File: src/rtl/histeq_pkg.sv
// rtl/histeq_pkg.sv - shared sizes, scratch-memory bases and FSM encoding for the CDF builder
package histeq_pkg;

    localparam int NUM_BINS      = 256;
    localparam int BINS_PER_WORD = 4;
    localparam int BIN_W         = 32;
    localparam int WORD_W        = BIN_W * BINS_PER_WORD;
    localparam int ADDR_W        = 16;
    localparam int NUM_WORDS     = NUM_BINS / BINS_PER_WORD;
    localparam int CNT_W         = $clog2(NUM_WORDS);

    localparam logic [ADDR_W-1:0] HIST_BASE = 16'd0;
    localparam logic [ADDR_W-1:0] CDF_BASE  = 16'd64;

    localparam logic [CNT_W-1:0] LAST_WORD = CNT_W'(NUM_WORDS - 1);

    typedef enum logic [1:0] {
        ST_IDLE  = 2'd0,
        ST_RD    = 2'd1,
        ST_DRAIN = 2'd2,
        ST_DONE  = 2'd3
    } state_t;

endpackage

File: src/rtl/cdf_prefix4.sv
// rtl/cdf_prefix4.sv - combinational 4-lane prefix adder; CDF_SAT_EN selects saturating adds
module cdf_prefix4
    import histeq_pkg::*;
(
    input  logic [BIN_W-1:0]  i_acc,
    input  logic [WORD_W-1:0] i_word,
    output logic [WORD_W-1:0] o_cdf,
    output logic [BIN_W-1:0]  o_acc
);

    logic [BIN_W-1:0] w_run;
`ifdef CDF_SAT_EN
    logic [BIN_W:0]   w_sum;
`endif

    always_comb begin
        w_run = i_acc;
        o_cdf = '0;
`ifdef CDF_SAT_EN
        w_sum = '0;
`endif
        for (int i = 0; i < BINS_PER_WORD; i++) begin
`ifdef CDF_SAT_EN
            // carry out means the running total no longer fits; pin it at all-ones
            w_sum = {1'b0, w_run} + {1'b0, i_word[i*BIN_W +: BIN_W]};
            w_run = w_sum[BIN_W] ? {BIN_W{1'b1}} : w_sum[BIN_W-1:0];
`else
            w_run = w_run + i_word[i*BIN_W +: BIN_W];
`endif
            o_cdf[i*BIN_W +: BIN_W] = w_run;
        end
        o_acc = w_run;
    end

endmodule

File: src/rtl/cdf_builder.sv
// rtl/cdf_builder.sv - streams the histogram from scratch memory, writes back its CDF, reports cdf_min (CDF_SAT_EN: saturating sums)
module cdf_builder
    import histeq_pkg::*;
(
    input  logic              clk,
    input  logic              reset,
    input  logic              enable,
    input  logic [WORD_W-1:0] cdf_sc_mem_rd_data,
    output logic [ADDR_W-1:0] cdf_sc_mem_rd_addr,
    output logic [ADDR_W-1:0] cdf_sc_mem_wt_addr,
    output logic [WORD_W-1:0] cdf_sc_mem_wt_data,
    output logic              cdf_sc_mem_wt_en,
    output logic              cdf_sc_mem_rd_done,
    output logic              cdf_sc_mem_wt_done,
    output logic              cdf_InProgress,
    output logic [BIN_W-1:0]  cdf_min
);

    state_t            r_state;
    state_t            w_next;
    logic [CNT_W-1:0]  r_cnt;
    logic              r_rd_pend;
    logic [CNT_W-1:0]  r_wr_idx;
    logic [BIN_W-1:0]  r_acc;
    logic [BIN_W-1:0]  r_min;
    logic              r_found;
    logic [ADDR_W-1:0] r_rd_addr;
    logic [ADDR_W-1:0] r_wt_addr;
    logic [WORD_W-1:0] r_wt_data;
    logic              r_wt_en;

    logic [WORD_W-1:0] w_cdf;
    logic [BIN_W-1:0]  w_acc;
    logic              w_any_nz;
    logic [BIN_W-1:0]  w_first;

    cdf_prefix4 u_prefix (
        .i_acc  (r_acc),
        .i_word (cdf_sc_mem_rd_data),
        .o_cdf  (w_cdf),
        .o_acc  (w_acc)
    );

    always_comb begin
        w_next = r_state;
        if (!enable) begin
            w_next = ST_IDLE;
        end else begin
            case (r_state)
                ST_IDLE:  w_next = ST_RD;
                ST_RD:    if (r_cnt == LAST_WORD) w_next = ST_DRAIN;
                ST_DRAIN: if (r_cnt == CNT_W'(1)) w_next = ST_DONE;
                ST_DONE:  w_next = ST_DONE;
                default:  w_next = ST_IDLE;
            endcase
        end
    end

    always_ff @(posedge clk) begin
        if (reset) begin
            r_state <= ST_IDLE;
            r_cnt   <= '0;
        end else begin
            r_state <= w_next;
            if (w_next != r_state)
                r_cnt <= '0;
            else if (r_state == ST_RD || r_state == ST_DRAIN)
                r_cnt <= r_cnt + 1'b1;
        end
    end

    // scanning high-to-low leaves the lowest-index nonzero lane in w_first
    always_comb begin
        w_any_nz = 1'b0;
        w_first  = '0;
        for (int i = BINS_PER_WORD - 1; i >= 0; i--) begin
            if (w_cdf[i*BIN_W +: BIN_W] != '0) begin
                w_any_nz = 1'b1;
                w_first  = w_cdf[i*BIN_W +: BIN_W];
            end
        end
    end

    always_ff @(posedge clk) begin
        if (reset) begin
            r_rd_pend <= 1'b0;
            r_wr_idx  <= '0;
            r_acc     <= '0;
            r_min     <= '0;
            r_found   <= 1'b0;
            r_rd_addr <= '0;
            r_wt_addr <= '0;
            r_wt_data <= '0;
            r_wt_en   <= 1'b0;
        end else if (!enable) begin
            r_rd_pend <= 1'b0;
            r_wr_idx  <= '0;
            r_acc     <= '0;
            r_min     <= '0;
            r_found   <= 1'b0;
            r_wt_en   <= 1'b0;
        end else begin
            // a read issued in RD returns data one cycle later
            r_rd_pend <= (r_state == ST_RD);
            r_wt_en   <= r_rd_pend;
            if (r_state == ST_IDLE) begin
                r_rd_addr <= HIST_BASE;
                r_wr_idx  <= '0;
                r_acc     <= '0;
                r_min     <= '0;
                r_found   <= 1'b0;
            end else if (r_state == ST_RD && r_cnt != LAST_WORD) begin
                r_rd_addr <= r_rd_addr + 1'b1;
            end
            if (r_rd_pend) begin
                r_wt_data <= w_cdf;
                r_wt_addr <= CDF_BASE + ADDR_W'(r_wr_idx);
                r_wr_idx  <= r_wr_idx + 1'b1;
                r_acc     <= w_acc;
                if (!r_found && w_any_nz) begin
                    r_min   <= w_first;
                    r_found <= 1'b1;
                end
            end
        end
    end

    assign cdf_sc_mem_rd_addr = r_rd_addr;
    assign cdf_sc_mem_wt_addr = r_wt_addr;
    assign cdf_sc_mem_wt_data = r_wt_data;
    assign cdf_sc_mem_wt_en   = r_wt_en;
    assign cdf_sc_mem_rd_done = (r_state == ST_DRAIN) || (r_state == ST_DONE);
    assign cdf_sc_mem_wt_done = (r_state == ST_DONE);
    assign cdf_InProgress     = (r_state == ST_RD) || (r_state == ST_DRAIN);
    assign cdf_min            = r_min;

endmodule

File: config.mk
export PLATFORM = sky130hd
export DESIGN_NAME = cdf_builder
export DESIGN_NICKNAME = d
export VERILOG_FILES = /design/src/rtl/histeq_pkg.sv /design/src/rtl/cdf_prefix4.sv /design/src/rtl/cdf_builder.sv
export SDC_FILE = /design/constraint.sdc
export NUM_CORES = 1
export LEC_CHECK = 0
export BUFFER_PORTS_ARGS = -buffer_cell sky130_fd_sc_hd__buf_2
export CAP_MARGIN = 0
export CORE_ASPECT_RATIO = 0.6
export CORE_MARGIN = 3
export CORE_UTILIZATION = 35
export CTS_BUF_LIST = sky130_fd_sc_hd__clkbuf_8
export CTS_CLUSTER_DIAMETER = 30
export DETAILED_ROUTE_END_ITERATION = 16
export SLEW_MARGIN = 10
export SYNTH_ARGS = -nofsm -noshare
export SYNTH_HDL_FRONTEND = slang
export SYNTH_HIERARCHICAL = 1
export SYNTH_SLANG_ARGS = --single-unit
File: constraint.sdc
create_clock -name clk -period 31.2 [get_ports clk]
set_clock_uncertainty 0.2 [all_clocks]
set_input_delay 6.24 -clock clk [delete_from_list [all_inputs] [get_ports clk]]
set_output_delay 6.24 -clock clk [all_outputs]
set_load 0.02 [all_outputs]
Word level (Yosys, flattened, before mapping)
Index checks and enable logic that the tools add are counted.
{ "totals": {"register_bits": 241, "in_bits": 131, "latch_bits": 0, "romBits": 0, "n_memories": 0, "out_inout_bits": 196, "ram_bits": 0, "wordCells": 67} }
{ "classes": {"n_eq_ne": 7, "reduce_logical": 16, "n_mul": 0, "muxes": 24, "div": 0, "bitwise": 1, "order_cmp": 0, "add_sub_neg": 8, "shift": 0} }
{ "op_table": {"columns": ["cell", "n"], "rows": [
  ["2-to-1 mux 32 bit", 9],
  ["adder 32 bit", 4],
  ["nonzero test 32 bit", 4],
  ["2-to-1 mux 16 bit", 2],
  ["adder 16 x 1 -> 16 bit, second input constant", 1],
  ["adder 6 x 1 -> 6 bit, second input constant", 2],
  ["2-to-1 mux 6 bit", 2],
  ["adder 7 x 6 -> 8 bit, first input constant", 1],
  ["case mux 2 bit (4 select lines)", 1],
  ["2-to-1 mux 1 bit", 7],
  ["== test 6 x 1 -> 1 bit, second input constant", 1],
  ["== test 6 bit, second input constant", 1],
  ["2-to-1 mux 2 bit", 3],
  ["inequality test 6 bit, second input constant", 1],
  ["== test 2 bit, second input constant", 2],
  ["AND reduction 2 bit", 2],
  ["nonzero test 2 bit", 2],
  ["OR reduction 2 bit", 2],
  ["== test 2 x 1 -> 1 bit, second input constant", 1],
  ["logical AND 1 bit", 2],
  ["logical NOT 2 bit", 1],
  ["logical OR 1 bit", 2],
  ["inequality test 2 bit", 1],
  ["logical NOT 1 bit", 1],
  ["NOT 1 bit", 1]
]} }

Logic depth before layout (Yosys ltp)
Gate-level depths: netlist of the first run.
{ "logic_depth": {"ltp_word": 12, "mapped_depth": 48, "depth_no_buf": 45} }

Hierarchy
Netlist of the first run, hierarchy kept.
{ "by_module_without_submodules": {"columns": ["module", "area_each_um2", "seq_area_each_um2", "instances", "cells_per_inst"], "rows": [
  ["cdf_builder", 9385.3, 4644.5, 1, 1081],
  ["cdf_prefix4", 6195.9, 0.0, 1, 857]
]} }

Worst setup path before layout of the first run
Ideal clock, no wire load.
{ "synth_path": {"path_kind": "input port to flip-flop", "from": "input cdf_sc_mem_rd_data[2]", "to": "register r_min[17], in the netlist cdf_min[17]", "arrival_ns": 14.241, "setup_slack_ns": 16.691, "stages": 42, "setup_ns": 0.068, "path_cell_list": "ha_1 > o211a_1 > a211oi_1 > nor3_1 > o21a_1 > o21a_1 > o21a_1 > nor2_1 > xnor2_1 > ha_1 > a21o_1 > a21o_1 > a21oi_1 > o21bai_1 > a211oi_1 > o21ai_1 > a221o_1 > a21oi_1 > [6 not listed] > a21oi_1 > xnor2_1 > ha_1 > clkbuf_1 > nand2_1 > or3b_2 > o2111ai_1 > a21oi_1 > xnor2_1 > buf_4 > nor4_1 > nand4_1 > nor2_1 > a311o_2 > or2_1 > buf_2 > buf_4 > o2bb2ai_2"} }
{ "synth_between": {"elab_chain_cells": 12, "elab_cells_between_ends": 19} }
{ "synth_lines": {"columns": ["element", "line", "source"], "rows": [
  ["from (decl)", "cdf_builder.sv:8", "input logic [WORD_W-1:0] cdf_sc_mem_rd_data,"],
  ["adder 32 bit *", "cdf_prefix4.sv:28", "w_run = w_run + i_word[i*BIN_W +: BIN_W];"],
  ["net w_cdf[11]", "cdf_builder.sv:32", "logic [WORD_W-1:0] w_cdf;"],
  ["adder 32 bit *", "cdf_prefix4.sv:28", null],
  ["net w_cdf[54]", "cdf_builder.sv:32", null],
  ["adder 32 bit *", "cdf_prefix4.sv:28", null],
  ["net w_cdf[90]", "cdf_builder.sv:32", null],
  ["adder 32 bit *", "cdf_prefix4.sv:28", null],
  ["net w_acc[30]", "cdf_builder.sv:33", "logic [BIN_W-1:0] w_acc;"],
  ["nonzero test 32 bit *", "cdf_builder.sv:77", "if (w_cdf[i*BIN_W +: BIN_W] != '0) begin"],
  ["2-to-1 mux 1 bit (4 in a row)", "cdf_builder.sv:77", null],
  ["logical AND 1 bit", "cdf_builder.sv:120", "if (!r_found && w_any_nz) begin"],
  ["2-to-1 mux 32 bit *", "cdf_builder.sv:120", null],
  ["2-to-1 mux 32 bit *", "cdf_builder.sv:115", "if (r_rd_pend) begin"],
  ["to (signal assigned)", "cdf_builder.sv:121", "r_min <= w_first;"],
  ["to (decl)", "cdf_builder.sv:25", "logic [BIN_W-1:0] r_min;"]
]} }
The timed path passes the listed nets; every way through them passes the cells marked *.
A chain may end at the register's enable or synchronous reset.

Final worst setup path of the first run
{ "layout_path": {"from": "input cdf_sc_mem_rd_data[0]", "to": "register r_min[8], in the netlist cdf_min[8]"} }
Same word-level chain as after synthesis.

==> impl_metrics.py, run 1 <==
metrics = {
    "status": {
        "status": "complete, no violations",
    },
    "clocking": {
        "ctsResizeCount": 0,
        "cts_buffer_depth": 3,
        "clk_pin_slew_ps": 60,
        "cts_tree": "yes",
        "cts-buffers-inserted": 51,
        "h-tree-depth": 2,
        "cts_root_buf": "clkbuf_8",
        "cts.sinks": 232,
        "clk_latency_ps": 610,
        "post_cts_buffers": 0,
        "hold_buffers": 0,
    },
    "finish": {
        "nets": 2476,
        "layout_common_cells": "nand2_1, buf_2, a21oi_1, dfxtp_1, ha_1",
        "layout-drive-gt1-share": 0.2111,
        "stdcell_count": 2827,
        "final_common_cell": "nand2_1",
        "synthToLayoutAreaGrowth_pct": 19.15,
        "num-fill-cells": 4475,
        "post-route-util": 0.4255,
    },
    "min_path": {
        "holdCritPathClass": "reg2reg",
    },
    "logic_synthesis": {
        "ys_ff_latch": 232,
        "ys_seq_area_frac": 0.2981,
        "synth-edff-count": 0,
        "synthCells": 1938,
        "synth_async_sr_flop_share": 0,
        "syn_area_um2": 15580,
        "yosys_warnings": 6,
        "synth-main-ff-cell": "dfxtp_1",
        "synth.avg_cell_area_um2": 8.040,
        "synth_cell_types": 82,
    },
    "sta": {
        "worst_slew_pin_slew_ps": 1062,
        "period_needed_ps": 16840,
        "slew_violations": 0,
        "worst_slew_margin_rel": 0.2918,
        "period_share": 0.5399,
        "rsz0062_at_grt": "false",
        "setup_ws_ps": 14360,
        "timing.fmax_mhz": 59.37,
        "hold_viol": 0,
        "setup_viol": 0,
        "fin_tns_setup_ps": 0,
    },
    "detailed_routing": {
        "drtPass1Iterations": 6,
        "viasPerCell": 5.490,
        "route.detailed.drc": 0,
        "via_count": 15520,
        "routedWlPerCell_um": 20.33,
        "ant_nets": 0,
        "first_iter_violations": 1279,
        "drt_wl_total_mm": 57.49,
    },
    "critical_path": {
        "r2r_slack_ps": 19720,
        "max_stage_delay_ps": 830,
        "endpoint_kind": "flip-flop",
        "worst-path-max-fanout": 31,
        "arrival_ps": 17090,
        "crit_required_ps": 31450,
        "crit_family": "compound AO/OA/AOI/OAI gates",
        "path_class": "in2reg",
        "cp_slowest_cell": "or2_2",
        "start_kind": "input pin",
        "cpMostUsedCell": "ha_1",
        "crit_buf_inv": 2,
    },
    "global_routing": {
        "grt_max_degree": 93,
        "grtUsageTotal": 0.2317,
        "grt_pass1_vias": 14410,
        "antenna_found_initial": 4,
        "grt_pass1_wl_mm": 85.91,
        "grt.overflow.total": 0,
    },
    "pwr": {
        "power_frac_comb": 0.510,
        "switchingPower_uw": 636.6,
        "seqPwrFrac": 0.216,
        "ir_drop_v": 0.00003593,
        "power.internal_uw": 780.8,
        "p_sw_frac": 0.4491,
        "p_clk_frac": 0.273,
        "p_per_area_nw_per_um2": 76.35,
        "total_leakage_power_nw": 8.208,
    },
    "placed_design": {
        "hpwlAfterDp_mm": 45.33,
        "gp_congestion": 0.9374,
        "io_buffer_count": 317,
        "placedCellCount": 2733,
        "place_ws_ps": 14030,
    },
    "die": {
        "start_util": 0.3571,
        "dieArea_um2": 47170,
        "pin_count": 327,
        "die_x_um": 278.4,
        "core-area_um2": 43630,
        "fp.dieH_um": 169.4,
        "placementRows": 59,
    },
    "job": {
        "maxCapViolations": 0,
    },
}
## final cells by class
type                            count  area (µm²)  share of cell area
Inverter                           48       180.2            0.009705
Timing Repair Buffer              332        1702             0.09166
Sequential cell                   232        4644              0.2502
Antenna cell                        3       7.507           0.0004044
Clock buffer                       57       784.5             0.04226
Tap cell                          579       724.4             0.03902
Multi-Input combinational cell   1542       10140              0.5461
Clock inverter                     34       384.1             0.02069
## metal layers
layer  wire [µm]  vias to the layer above  GRT usage
met5          42                        -          0
met1       26960                     7419     0.3243
li1            -                     7515          -
met2       25510                      504     0.3696
met3        3965                       76    0.04895
met4        1007                        6    0.04722
## per-stage QoR
stage / hold slack, ps / area (µm²) / power, mW
after CTS: 254.0 / 18560 / 1.414
after detailed placement: 246.3 / 17390 / 1.018
after global placement: 241.0 / 17390 / 1.010
after global routing: 267.7 / 18560 / 1.498
after floorplan: 239.8 / 15610 / 0.9034
final: 250.9 / 18570 / 1.417
## path summary, 6_finish.rpt
path | cells after the start | start | end
setup / recovery | 41 | cdf_sc_mem_rd_data[0] | cdf_min[8]
hold / removal | 2 | cdf_sc_mem_wt_data[70] | cdf_sc_mem_wt_data[70]
setup reg to reg | 40 | r_acc[0] | cdf_min[8]
hold reg to reg | 2 | cdf_sc_mem_wt_data[70] | cdf_sc_mem_wt_data[70]
## power groups by stage
stage                     sequential, mW  combinational (mW)  clock [mW]
after global routing               0.307               0.777       0.414
after floorplan                    0.318               0.585           0
after detailed placement           0.313               0.705           0
after global placement             0.313               0.697           0
final                              0.307               0.723       0.387
after CTS                          0.307               0.709       0.398
## worst reg2reg max path: cells and delay by family (launching register included)
family | cells | cell delay, ps
AOI/OAI and AO/OA | 19 | 5040
adders and majority gates | 5 | 1710
xor gates and xnor gates | 3 | 870
buffers and inverters | 1 | 70
DFF | 1 | 340
and+or+nand+nor | 12 | 3090
## logic make-up (layout without fill, tap and decap cells)
family / count (synthesis) / after routing / synth area share
XOR/XNOR: 128 / 128 / 0.07283
buffers and inverters: 172 / 471 / 0.05461
other: 1 / 12 / 0.0002407
AO/OA/AOI/OAI: 608 / 608 / 0.2657
adder cells (fa/ha/maj): 138 / 138 / 0.1127
flip-flops: 232 / 232 / 0.2981
multiplexers: 2 / 2 / 0.001285
AND/OR/NAND/NOR: 657 / 657 / 0.1945
## sequential cells by signal, indices dropped and copies added, names as in the netlist, 2 cells and up
signal,cells
cdf_sc_mem_wt_addr,7
r_acc,32
cdf_min,32
r_wr_idx,6
r_state,2
cdf_sc_mem_rd_addr,16
r_cnt,6
cdf_sc_mem_wt_data,128
## cells in the mapped netlist (all sizes together), types with 5 or more instances
cell type / count / share of area
a21o: 83 / 0.040
o21a: 16 / 0.0077
buf: 58 / 0.026
nand2: 329 / 0.079
o21bai: 13 / 0.0063
o21ai: 62 / 0.020
and2: 8 / 0.0032
nor2: 118 / 0.028
xnor2: 90 / 0.051
nand2b: 16 / 0.0064
a21boi: 7 / 0.0034
nand3: 24 / 0.0077
ha: 134 / 0.11
nor2b: 15 / 0.0060
a221oi: 35 / 0.020
nand4: 20 / 0.0084
a31oi: 14 / 0.0056
and3: 18 / 0.0072
or3: 8 / 0.0032
o211ai: 7 / 0.0034
clkbuf: 63 / 0.015
dfxtp: 232 / 0.30
a211o: 6 / 0.0034
or2: 5 / 0.0020
o2bb2ai: 31 / 0.029
a211oi: 14 / 0.0071
nor3: 24 / 0.0077
nor4: 42 / 0.019
a22o: 22 / 0.012
inv: 48 / 0.012
o2111ai: 5 / 0.0028
xor2: 37 / 0.021
a21oi: 253 / 0.081
nor3b: 16 / 0.0084
Note: power is estimated with default switching activity, not from simulation.
==> run 2, diff against run 1 <==
==> constraint.sdc (replaced) <==
create_clock -name clk -period 17.45 [get_ports clk]
set_clock_uncertainty 0.2 [all_clocks]
set_input_delay 3.49 -clock clk [delete_from_list [all_inputs] [get_ports clk]]
set_output_delay 3.49 -clock clk [all_outputs]
set_load 0.02 [all_outputs]
==> run 2 against run 1 <==
Clock power increased by 66%. Sequential power up 79%. Sequential cell count did not move. Non-clock buffer count unchanged. Critical path depth shrank 1. Core utilization decreased by 0.16 points. Die area did not move. Critical endpoint is now cdf_min[16]. Highest routed layer unchanged.
==> impl_metrics.py, run 2 (synthesis gave the netlist of run 1 again) <==
metrics = {
    "status": {
        "status": "complete, no violations",
    },
    "clocking": {
        "clk_latency_ps": 610,
        "cts_root_buf": "clkbuf_8",
        "ctsResizeCount": 0,
        "cts_buffer_depth": 3,
        "post_cts_buffers": 0,
        "cts_tree": "yes",
        "hold_buffers": 0,
        "cts-buffers-inserted": 52,
        "cts.sinks": 232,
        "clk_pin_slew_ps": 50,
        "h-tree-depth": 2,
    },
    "critical_path": {
        "start_kind": "input pin",
        "r2r_cells": 39,
        "cpMostUsedCell": "a21oi_1",
        "r2r-start": "r_acc[0]",
        "path_class": "in2reg",
        "r2r_slack_ps": 5910,
        "cp_slowest_cell": "or2_2",
        "max_stage_delay_ps": 870,
        "worst-path-max-fanout": 31,
        "reg2reg_to": "cdf_min[16]",
        "startpoint": "cdf_sc_mem_rd_data[0]",
        "crit_required_ps": 17680,
        "crit_end": "cdf_min[16]",
        "endpoint_kind": "flip-flop",
        "arrival_ps": 14390,
    },
    "pwr": {
        "power_mw": 2.489,
        "ir_drop_v": 0.00009301,
        "total_leakage_power_nw": 8.185,
        "p_per_area_nw_per_um2": 134.5,
    },
    "detailed_routing": {
        "drtPass1Iterations": 6,
        "via_count": 15530,
        "viasPerCell": 5.489,
        "first_iter_violations": 1235,
        "drt_wl_total_mm": 57.58,
        "routedWlPerCell_um": 20.35,
        "ant_nets": 0,
        "route.detailed.drc": 0,
    },
    "die": {
        "fp.dieH_um": 169.4,
        "dieArea_um2": 47170,
        "core-area_um2": 43630,
        "placementRows": 59,
        "die_x_um": 278.4,
        "pin_count": 327,
        "start_util": 0.3571,
    },
    "global_routing": {
        "grt_pass1_wl_mm": 85.85,
        "grt_pass1_vias": 14440,
        "grt.overflow.total": 0,
        "grt_max_degree": 96,
        "antenna_found_initial": 3,
        "grtUsageTotal": 0.2330,
    },
    "finish": {
        "synthToLayoutAreaGrowth_pct": 18.71,
        "layout_common_cells": "nand2_1, buf_2, a21oi_1, dfxtp_1, ha_1",
        "nets": 2477,
        "largest_reg_flops": 128,
        "layout-drive-gt1-share": 0.2107,
        "n_antenna_cell": 0,
        "final_common_cell": "nand2_1",
    },
    "job": {
        "maxCapViolations": 0,
    },
    "placed_design": {
        "io_buffer_count": 317,
        "hpwlAfterDp_mm": 45.38,
        "gp_congestion": 0.9242,
    },
    "sta": {
        "worst_slew_margin_rel": 0.2450,
        "period_needed_ps": 14150,
        "rsz0062_at_grt": "false",
        "hold_viol": 0,
        "timing.fmax_mhz": 70.67,
        "setup_viol": 0,
        "slew_violations": 0,
        "fin_tns_setup_ps": 0,
        "period_share": 0.8109,
        "worst_slew_pin_slew_ps": 1132,
    },
    "min_path": {
        "holdCritPathClass": "reg2reg",
    },
}
-- run 2: cell types whose count changed in the layout (fill, tap and decap cells not counted) --
cell,previous run,this run
diode_2,3,0
inv_1,50,55
bufinv_16,7,3
clkinv_2,11,10
clkinv_4,6,9
clkbuf_8,57,58
clkinvlp_4,5,8
inv_6,2,0
-- run 2: metal layers --
layer,track usage,share of wire
met1,0.3201,0.46
met2,0.3594,0.43
met3,0.05527,0.074
met4,0.07953,0.030
met5,0,0.00080
-- run 2: layout make-up --
class	count	area, µm²
timing repair buffer	332	1702
clock buffer	58	798.3
fill	4510	25130
clock inverter	38	309.0
inverter	48	180.2
sequential	232	4644
tap	579	724.4
multi-input combinational	1542	10140
-- run 2: worst min-delay path by stage --
stage / start / to / slack [ps] / depth (start not counted)
3_5_place_dp: cdf_sc_mem_wt_data[87] / cdf_sc_mem_wt_data[87] / 240 / 2
2_1_floorplan: r_wr_idx[5] / cdf_sc_mem_wt_addr[5] / 240 / 2
4_1_cts: cdf_sc_mem_wt_data[87] / cdf_sc_mem_wt_data[87] / 250 / 2
3_3_place_gp: cdf_sc_mem_wt_data[64] / cdf_sc_mem_wt_data[64] / 240 / 2
6_report: cdf_sc_mem_wt_data[127] / cdf_sc_mem_wt_data[127] / 250 / 2
5_1_grt: cdf_sc_mem_wt_data[87] / cdf_sc_mem_wt_data[87] / 270 / 2
-- run 2: power by group --
group          switching (mW)  leakage [nW]  internal, mW
Sequential            0.00677          1.87         0.541
Clock                   0.287         0.579         0.357
Combinational           0.852          5.74         0.444
-- run 2: through the flow --
stage	instance area, µm²	instances	utilization	hold WS (ps)	worst slack, ps
floorplan	15610	1946	-	239.8	5691
global placement	17390	2733	0.3986	241.5	3301
detailed placement	17390	2733	0.3986	243.9	2936
CTS	18500	2829	0.4240	251.4	3527
global route	18500	2829	0.4240	267.1	2363
finish	18500	2829	0.4240	248.7	3299
-- run 2: worst max-delay path: cells and delay by family --
kind,cells,cell delay [ps]
AOI/OAI and AO/OA,18,4690
xor gates and xnor gates,4,1360
adders and majority gates,5,1750
buffers and inverters,2,150
and+or+nand+nor,11,2930
==> run 3, diff against run 2 <==
--- a/config.mk
+++ b/config.mk
@@ -5,6 +5,7 @@
 export SDC_FILE = /design/constraint.sdc
 export NUM_CORES = 1
 export LEC_CHECK = 0
+export ABC_AREA = 1
 export BUFFER_PORTS_ARGS = -buffer_cell sky130_fd_sc_hd__buf_2
 export CAP_MARGIN = 0
 export CORE_ASPECT_RATIO = 0.6
==> constraint.sdc (replaced) <==
create_clock -name clk -period 13.3 [get_ports clk]
set_clock_uncertainty 0.2 [all_clocks]
set_input_delay 2.66 -clock clk [delete_from_list [all_inputs] [get_ports clk]]
set_output_delay 2.66 -clock clk [all_outputs]
set_load 0.02 [all_outputs]
==> run 3 against run 2 <==
Final area up 8.3%. Sequential power up 31%. Clock power up 39%. Cell count up 23%. Combinational power up 58%. Setup slack worse by 1900 ps. Critical path type unchanged. Largest cell class unchanged. Largest power group unchanged.
==> impl_metrics.py, run 3 <==
metrics = {
    "sta": {
        "worst_slew_pin_slew_ps": 929.1,
        "setup_viol": 0,
        "slew_violations": 0,
        "fin_tns_setup_ps": 0,
        "rsz0062_at_grt": "false",
        "worst_slew_margin_rel": 0.3806,
        "timing.fmax_mhz": 83.81,
        "hold_ws_ps": 267.7,
        "hold_viol": 0,
        "period_share": 0.8972,
        "period_needed_ps": 11930,
    },
    "critical_path": {
        "arrival_ps": 12230,
        "worst-path-max-fanout": 33,
        "crit_required_ps": 13590,
        "max_stage_delay_ps": 460,
        "crit_buf_inv": 3,
        "start_kind": "input pin",
        "path_class": "in2reg",
        "crit_family": "simple AND/OR/NAND/NOR gates",
        "cp_slowest_cell": "a221oi_1",
        "endpoint_kind": "flip-flop",
        "cpMostUsedCell": "nand2_1",
    },
    "job": {
        "maxCapViolations": 0,
    },
    "clocking": {
        "h-tree-depth": 2,
        "ctsResizeCount": 0,
        "cts.sinks": 232,
        "cts_buffer_depth": 3,
        "hold_buffers": 0,
        "cts-buffers-inserted": 52,
        "post_cts_buffers": 0,
        "cts_root_buf": "clkbuf_8",
        "cts_tree": "yes",
        "clk_latency_ps": 620,
        "clk_pin_slew_ps": 60,
    },
    "logic_synthesis": {
        "yosys_warnings": 6,
        "synthCells": 2539,
        "synthTopCellsByArea": "dfxtp_1, nor2_1, ha_1",
        "synth_cell_types": 58,
        "synth_top_cell_area_share": 0.2720,
        "yosysMostFrequentCell": "nor2_1",
        "ys_seq_area_frac": 0.2720,
        "synth-main-ff-cell": "dfxtp_1",
        "synth_common_cells": "nor2_1, nand2_1, a21oi_1, dfxtp_1, inv_1",
        "yosysTopAreaCell": "dfxtp_1",
        "synth_async_sr_flop_share": 0,
        "syn_area_um2": 17080,
        "synth.avg_cell_area_um2": 6.726,
        "ys_ff_latch": 232,
        "synth-edff-count": 0,
    },
    "global_routing": {
        "grt_max_degree": 103,
        "grt_pass1_wl_mm": 99.82,
        "grt.overflow.total": 0,
        "grt_pass1_vias": 16560,
        "grtUsageTotal": 0.2489,
        "antenna_found_initial": 7,
    },
    "detailed_routing": {
        "via_count": 18120,
        "drt_wl_total_mm": 67.37,
        "viasPerCell": 5.198,
        "routedWlPerCell_um": 19.33,
        "ant_nets": 0,
        "route.detailed.drc": 0,
        "first_iter_violations": 1768,
        "drtPass1Iterations": 6,
    },
    "finish": {
        "post-route-util": 0.4171,
        "largest_reg_flops": 128,
        "synthToLayoutAreaGrowth_pct": 17.28,
        "layout-drive-gt1-share": 0.1706,
        "num-fill-cells": 5178,
        "nets": 3072,
        "layout_common_cells": "nor2_1, nand2_1, buf_2, a21oi_1, dfxtp_1",
        "final_area_um2": 20030,
        "final_common_cell": "nor2_1",
    },
    "die": {
        "fp.dieH_um": 177.1,
        "core-area_um2": 48020,
        "placementRows": 62,
        "die_x_um": 291.2,
        "pin_count": 327,
        "start_util": 0.3556,
        "dieArea_um2": 51560,
    },
    "pwr": {
        "total_leakage_power_nw": 9.830,
        "p_per_area_nw_per_um2": 182.9,
        "ir_drop_v": 0.00008918,
    },
    "placed_design": {
        "hpwlAfterDp_mm": 54.29,
        "gp_congestion": 1.019,
        "post_dp_cell_area_um2": 18860,
        "io_buffer_count": 317,
    },
    "status": {
        "status": "complete, no violations",
    },
    "min_path": {
        "holdCritPathClass": "reg2reg",
    },
}
[run 3: cell families after synthesis]
kind of cell	synth area share
AND/OR/NAND/NOR	0.2604
AO/OA/AOI/OAI	0.2070
buffers and inverters	0.09393
flip-flops	0.2720
adder cells (fa/ha/maj)	0.1029
XOR/XNOR	0.06360
other	0.0002196
[run 3: final timing paths]
kind	start	end	slack (ps)	cells after the start
worst max-delay path	cdf_sc_mem_rd_data[0]	cdf_min[24]	1370	46
worst min-delay path	cdf_sc_mem_wt_addr[6]	cdf_sc_mem_wt_addr[6]	270	2
worst max register to register	r_acc[0]	cdf_min[24]	3100	45
worst min register to register	cdf_sc_mem_wt_addr[6]	cdf_sc_mem_wt_addr[6]	270	2
[run 3: layout make-up]
type	instances	area [µm²]	share of cell area
multi-input combinational	1962	10880	0.5433
sequential	232	4644	0.2319
timing repair buffer	331	1692	0.08446
inverter	224	847.1	0.04229
tap	640	800.8	0.03998
clock buffer	57	784.5	0.03917
clock inverter	37	374.1	0.01868
antenna	2	5.005	0.0002499
[run 3: report_power, final]
| group | switching [mW] | internal (mW) |
|---|---|---|
| clock | 0.376 | 0.521 |
| combinational | 1.44 | 0.606 |
| sequential | 0.00797 | 0.709 |
[run 3: through the flow]
stage / power [mW] / setup WS, ps / std cells
after floorplan: 2.331 / 3946 / 2547
after global placement: 2.720 / 1160 / 3389
after detailed placement: 2.714 / 1194 / 3389
after CTS: 3.628 / 1803 / 3483
after global routing: 3.906 / 920.9 / 3485
final: 3.662 / 1368 / 3485
[run 3: metal layers]
metal	part of all wire	GRT usage
met1	0.47	0.3555
met2	0.42	0.3741
met3	0.087	0.06270
met4	0.022	0.05864
met5	0.00096	0
[run 3: worst min-delay path, cell delays in order (launching register included)]
cell and delay (ps):
dfxtp_1 320, nor2_1 50, nor2_1 60
